===== config.mk =====
export PLATFORM = sky130hd
export DESIGN_NAME = fetch_unit_f_flat
export DESIGN_NICKNAME = d
export VERILOG_FILES = /design/src/rtl/fetch_unit_f_pkg.sv /design/src/rtl/fetch_unit_f_if.sv /design/src/rtl/fetch_unit_f.sv /design/src/flat_wrapper.sv
export SDC_FILE = /design/constraint.sdc
export NUM_CORES = 1
export LEC_CHECK = 0
export BUFFER_PORTS_ARGS = -buffer_cell sky130_fd_sc_hd__buf_2
export CAP_MARGIN = 10
export CORE_ASPECT_RATIO = 2
export CORE_MARGIN = 10
export CORE_UTILIZATION = 50
export DETAILED_ROUTE_END_ITERATION = 12
export PLACE_DENSITY = 0.83
export SLEW_MARGIN = 5
export SYNTH_ARGS = -nofsm -noshare
export SYNTH_HDL_FRONTEND = slang
export SYNTH_SLANG_ARGS = --single-unit

===== constraint.sdc =====
create_clock -name clk -period 2.9 [get_ports clk]
set_input_delay 0.145 -clock clk [delete_from_list [all_inputs] [get_ports clk]]
set_output_delay 0.145 -clock clk [all_outputs]
set_load 0.05 [all_outputs]

===== src/rtl/fetch_unit_f_pkg.sv =====
// Shared types and constants for the F-stage fetch unit: word type, reset
// constants, FSM encoding and the PC alignment helper.
package fetch_unit_f_pkg;

  typedef logic [31:0] word_t;

  localparam word_t RESET_PC_DEF = 32'h0000_3000;
  localparam word_t NOP_WORD_DEF = 32'h0000_0000;

  typedef logic [1:0] state_t;

  localparam state_t ST_REQ  = 2'd0;
  localparam state_t ST_WAIT = 2'd1;
  localparam state_t ST_HOLD = 2'd2;

  localparam word_t WORD_MASK = 32'hFFFF_FFFC;

  // Redirect targets drop their byte offset so fetches stay word aligned.
  function automatic word_t align_word(input word_t addr);
    return addr & WORD_MASK;
  endfunction

endpackage


===== src/rtl/fetch_unit_f_if.sv =====
// Instruction memory request/response bus between the fetch unit (master)
// and the variable-latency instruction memory (slave).
interface fetch_unit_f_if;
  import fetch_unit_f_pkg::*;

  logic  im_req;
  word_t im_addr;
  logic  im_rvalid;
  word_t im_rdata;

  modport master (
    output im_req,
    output im_addr,
    input  im_rvalid,
    input  im_rdata
  );

  modport slave (
    input  im_req,
    input  im_addr,
    output im_rvalid,
    output im_rdata
  );

endinterface


===== src/rtl/fetch_unit_f.sv =====
// F-stage fetch unit: owns the PC, issues one fetch at a time, holds the word
// until D accepts it, and applies D-stage redirects after the delay slot.
module fetch_unit_f
  import fetch_unit_f_pkg::*;
#(
  parameter word_t RESET_PC = RESET_PC_DEF,
  parameter word_t NOP_WORD = NOP_WORD_DEF
) (
  input  logic                  clk,
  input  logic                  reset,
  input  logic                  D_en,
  input  logic                  redirect_valid,
  input  word_t                 redirect_pc,
  fetch_unit_f_if.master        im,
  output word_t                 IR_F,
  output word_t                 pc4_F,
  output word_t                 pc8_F,
  output logic                  F_valid
);

  state_t state_q, state_d;
  word_t  pc_q, pc_d;
  word_t  ir_buf_q, ir_buf_d;
  logic   pend_valid_q, pend_valid_d;
  word_t  pend_pc_q, pend_pc_d;

  word_t  redirect_tgt;
  word_t  next_pc;
  logic   consume;

  assign redirect_tgt = align_word(redirect_pc);
  assign consume      = (state_q == ST_HOLD) && D_en;

  // A live redirect beats a remembered one, which beats sequential flow.
  always_comb begin
    next_pc = pc_q + 32'd4;
    if (redirect_valid) begin
      next_pc = redirect_tgt;
    end else if (pend_valid_q) begin
      next_pc = pend_pc_q;
    end
  end

  always_comb begin
    state_d      = state_q;
    pc_d         = pc_q;
    ir_buf_d     = ir_buf_q;
    pend_valid_d = pend_valid_q;
    pend_pc_d    = pend_pc_q;

    case (state_q)
      ST_REQ: begin
        state_d = ST_WAIT;
      end
      ST_WAIT: begin
        if (im.im_rvalid) begin
          ir_buf_d = im.im_rdata;
          state_d  = ST_HOLD;
        end
      end
      ST_HOLD: begin
        if (D_en) begin
          state_d      = ST_REQ;
          pc_d         = next_pc;
          pend_valid_d = 1'b0;
        end
      end
      default: begin
        state_d = ST_REQ;
      end
    endcase

    // The fetch in flight or held word is the delay slot; remember the target.
    if (redirect_valid && !consume) begin
      pend_valid_d = 1'b1;
      pend_pc_d    = redirect_tgt;
    end
  end

  always_ff @(posedge clk) begin
    if (reset) begin
      state_q      <= ST_REQ;
      pc_q         <= RESET_PC;
      ir_buf_q     <= '0;
      pend_valid_q <= 1'b0;
      pend_pc_q    <= '0;
    end else begin
      state_q      <= state_d;
      pc_q         <= pc_d;
      ir_buf_q     <= ir_buf_d;
      pend_valid_q <= pend_valid_d;
      pend_pc_q    <= pend_pc_d;
    end
  end

  assign im.im_req  = (state_q == ST_REQ);
  assign im.im_addr = pc_q;
  assign F_valid    = (state_q == ST_HOLD);
  assign IR_F       = F_valid ? ir_buf_q : NOP_WORD;
  assign pc4_F      = pc_q + 32'd4;
  assign pc8_F      = pc_q + 32'd8;

endmodule


===== src/flat_wrapper.sv =====
// flat-port wrapper written by rule: the top's interface ports become plain ports
module fetch_unit_f_flat import fetch_unit_f_pkg::*;
#(
  parameter word_t RESET_PC = RESET_PC_DEF,
  parameter word_t NOP_WORD = NOP_WORD_DEF
)
  (clk, reset, D_en, redirect_valid, redirect_pc, IR_F, pc4_F, pc8_F, F_valid, im_im_req, im_im_addr, im_im_rvalid, im_im_rdata);
  fetch_unit_f_if im_i ();
  input  logic clk;
  input  logic reset;
  input  logic D_en;
  input  logic redirect_valid;
  input  word_t redirect_pc;
  output word_t IR_F;
  output word_t pc4_F;
  output word_t pc8_F;
  output logic F_valid;
  output wire logic [$bits(im_i.im_req)-1:0] im_im_req;
  output wire logic [$bits(im_i.im_addr)-1:0] im_im_addr;
  input wire logic [$bits(im_i.im_rvalid)-1:0] im_im_rvalid;
  input wire logic [$bits(im_i.im_rdata)-1:0] im_im_rdata;
  assign im_im_req = im_i.im_req;
  assign im_im_addr = im_i.im_addr;
  assign im_i.im_rvalid = im_im_rvalid;
  assign im_i.im_rdata = im_im_rdata;
  fetch_unit_f #(.RESET_PC(RESET_PC), .NOP_WORD(NOP_WORD)) u_core (.clk(clk), .reset(reset), .D_en(D_en), .redirect_valid(redirect_valid), .redirect_pc(redirect_pc), .im(im_i), .IR_F(IR_F), .pc4_F(pc4_F), .pc8_F(pc8_F), .F_valid(F_valid));
endmodule

# After elaboration in Yosys (flattened, before gate mapping)
# Index checks and enable logic that the tools add are counted.
# op_classes
n_reduce_logical	10
eq_ne	4
addsub	2
muxes	9
# op_table
cell	count
$mux 32	3
$add 32x3->32 const B	1
$add 32x4->32 const B	1
$reduce_and 2->1	4
$pmux 2 s3	1
$mux 2	2
$ne 2x2->1 const B	2
$reduce_bool 2->1	2
$mux 1	3
$eq 2x1->1 const B	1
$eq 2x2->1 const B	1
$logic_and 1x1->1	2
$logic_not 2->1	1
$logic_not 1->1	1
# word_totals
word_cells	30
inputBits	69
ff_bits	97

# Depth between registers and ports, before layout
# depth
ltp_word	6
mapped_depth	8
mapped_depth_nobuf	6

# Worst setup path after synthesis
# No wires, ideal clock.
# synth_timing
kind	reg-to-output
startpoint	register u_core.pc_q[2], in the netlist u_core.im.im_addr[2]
endpoint	output port pc4_F[28]
arrival_ns	2.974
n_path_buf	1
t_required_ns	2.755
stages_incl_launch_ff	8
slack_ns	-0.219
cell_sequence	dfxtp_1 > ha_1 > and3_2 > nand4_4 > clkbuf_1 > nor3_1 > nand2_1 > xnor2_1
# synth_via
elab_chain_len	1
# synth_rtl
item	line_no	rtl
from (decl)	fetch_unit_f.sv:22	word_t pc_q, pc_d;
from (signal assigned)	fetch_unit_f.sv:89	pc_q <= pc_d;
$add 32x3->32	fetch_unit_f.sv:100	assign pc4_F = pc_q + 32'd4;
to (decl)	flat_wrapper.sv:15	output word_t pc4_F;
# Every way passes these cells.

# Final worst setup path
# layout_timing
startpoint	register u_core.pc_q[4], in the netlist u_core.im.im_addr[4]
endpoint	output port pc4_F[15]
# Same word-level chain as after synthesis.

==> results.tsv <==
stage	metric	value	unit
route	total wire length	18000	um
worst_setup_path	startpoint class of the critical path	flop	
cts	Post CTS Setup Buffer Count	0	
sta	Final setup viols	0	
sta	Peak Freq	370	MHz
hold_path	HP Start	im_im_rdata[4]	
worst_setup_path	reg2reg start	u_core.im.im_addr[3]	
layout	final instance area	6910	sq um
worst_setup_path	crit path cell chain	ha_1 -> nand4_1 -> buf_4 -> nor4_1 -> xor2_1 -> buf_2	
worst_setup_path	cell family with most CP delay	simple AND/OR/NAND/NOR gates	
synthesis	Commonest cells post-synth	163 x nand2_1, 95 x dfxtp_1, 93 x a21oi_1, 44 x clkbuf_1, 36 x and2_1	
route	drt pass-1 iters	5	
run_status	status	finished, final reports clean	
synthesis	Yosys top cell area share	0.344	
route	Iter 0 DRT Violations	469	
synthesis	Main synth FF type	dfxtp_1	
synthesis	synth unique cells	56	
floorplan	Cell Rows	54	
synthesis	Synth area leader	dfxtp_1	
synthesis	register bit total from synthesis	95	
worst_setup_path	crit path DAT	2560	ps
sta	final slew viol count	0	
cts	CTS Sinks	95	
synthesis	synthesized area	5530	sq um
route	Vias	5775	
global_routing	largest net degree at the start of global routing	62	
pwr	Pwr Density	456	nW/um^2
cts	htree depth	3	
sta	fin crit period	2700	ps
sta	worst hold slack	31.3	ps
sta	final hold vios	0	
sta	period utilisation layout	0.932	
pwr	P_leak	3.20	nW
global_routing	GRT Total Usage	0.218	
cts	CTS tree	built	
worst_setup_path	WP data required	2760	ps
layout	layout cells sized above 1	0.290	
cts	Reg clk slew, reported paths	70	ps
worst_setup_path	CP max-delay cell	nor4_1	
route	DRC viols	0	
synthesis	top cells by area, synth	dfxtp_1 34%, nand2_1 11%, a21oi_1 8.4%	
worst_setup_path	cells on worst reg2reg path	6	
worst_setup_path	Crit Reg-Reg Endpoint	u_core.im.im_addr[30]	
global_routing	first-pass GRT wire length	28000	um
floorplan	Die Height	169	um
placement	IO Port Bufs	190	
worst_setup_path	slack of the worst reg-to-reg path	490	ps
pwr	Power Total	0.00315	W
route	antenna-violating nets left	0	
synthesis	count leader, synth	nand2_1	
floorplan	I/O pin count	199	
sta	Fin Setup TNS	0	ps
sta	RSZ-0062 raised after global routing	false	
route	vias per cell	5.51	
global_routing	GRT overflow	0	
synthesis	ys async rst share	0	
worst_setup_path	critical path's largest stage delay	520	ps
floorplan	Starting Density	0.508	
floorplan	die width	94.4	um
global_routing	initial antenna violation count	4	
route	wire per inst	17.2	um
cts	Root Driver	clkbuf_16	
layout	fin cells	1048	
floorplan	die area	15900	sq um
synthesis	number of enable flip-flop cells after synthesis	0	
pwr	peak supply drop	0.482	mV
synthesis	Synth warnings	0	
placement	GP Congestion	0.896	
hold_path	worst hold path depth	3	
synthesis	Post-Syn Instances	739	
synthesis	syn_area_per_cell	7.48	sq um
placement	placed cell count	1027	
synthesis	sequential element share of the synthesized area	0.344	
global_routing	number of global-route vias before repair	5570	
cts	Worst-Skew Late Latency	340	ps
cts	TritonCTS buffer count	9	
floorplan	Core ar.	10900	sq um
placement	hpwl dp	13400	um
sta	worst slew pin tran	630	ps
hold_path	Hold Crit Class	in2reg	
worst_setup_path	Crit. End Element	primary output	
placement	DP Area	6550	sq um
layout	Final nets	970	
job	maxcap violations	0	
sta	Setup Skew	5.42	ps
cts	Max Root-Sink Buffers	2	
worst_setup_path	CP Max Fanout	8	
worst_setup_path	critical path type	reg2out	
sta	Slew HR	0.579	
hold_path	hold endpoint	u_core.ir_buf_q[4]	
layout	Layout area overhead	24.9	%
worst_setup_path	buffer and inverter count on the worst path	2	
-- area by class of cell --
class	count	area, sq um
antenna	4	10.0
clock buffer	9	225
clock inverter	7	97.6
fill	993	3970
inverter	10	37.5
multi-input combinational	563	3280
sequential	95	1900
tap	140	175
timing repair buffer	220	1180
-- state kept, by name, summed over array words and instances, names as in the netlist --
register,cells
u_core.pend_pc_q,30
u_core.im.im_addr,30
u_core.ir_buf_q,32
u_core.state_q,2
u_core.pend_valid_q,1
-- how the worst max path moves through the flow --
| stage | startpoint | to | slack (ps) | depth (start not counted) |
|---|---|---|---|---|
| after floorplan | u_core.im.im_addr[2] | pc4_F[30] | 20 | 5 |
| after global placement | u_core.im.im_addr[3] | u_core.im.im_addr[30] | 580 | 6 |
| after detailed placement | u_core.im.im_addr[3] | u_core.im.im_addr[30] | 530 | 6 |
| after CTS | u_core.im.im_addr[9] | pc8_F[28] | 170 | 6 |
| after global routing | u_core.im.im_addr[4] | pc4_F[15] | 30 | 6 |
| final | u_core.im.im_addr[4] | pc4_F[15] | 200 | 6 |
-- routing by layer --
metal	GRT usage	part of all wire
met5	0	0
met4	0.112	0.025
met3	0.0784	0.10
met2	0.379	0.52
met1	0.217	0.35
-- where the power goes --
group          leakage [nW]  internal [W]  switching, W
logic                  2.27      0.000140      0.000327
clock network         0.152      0.000757      0.000522
registers             0.775       0.00136     0.0000419
-- cells by family after synthesis --
logic type / share of synthesized area
AOI/OAI and AO/OA: 0.181
xor gates and xnor gates: 0.0871
adders and majority gates: 0.00452
buffers and inverters: 0.0821
DFF: 0.344
muxes: 0.0109
other: 0.000678
and+or+nand+nor: 0.290
-- metrics by stage --
stage | setup slack (ps) | utilization
after floorplan | 24.4 | -
after global placement | 577 | 0.602
after detailed placement | 529 | 0.602
after CTS | 175 | 0.633
after global routing | 30.3 | 0.634
final | 199 | 0.635
-- cell usage in the layout, fill, tap and decap left out, types with 21 or more instances in the layout --
cell type  netlist  layout
buf_4           14      30
nand2_1        163     163
dfxtp_1         95      95
o21ai_0         31      31
and2_1          36      36
xor2_1          22      21
buf_2            4     189
nor2_1          31      29
xnor2_1         33      25
a21oi_1         93      93
-- worst reg2reg max path, stage by stage, from the launching register on --
cell and delay, ps:
dfxtp_1 440, ha_1 260, and3_2 270, nand4_4 150, or4b_4 570, or4_1 510
a31oi_1 160
-- what timing repair did --
action | in CTS | in global routing
endpoints found under the setup margin | 0 | 2
resized for setup | 0 | 2
hold buffers | 1 | 0
hold endpoints to repair | 1 | 0
Note: power is estimated with default switching activity, not from simulation.
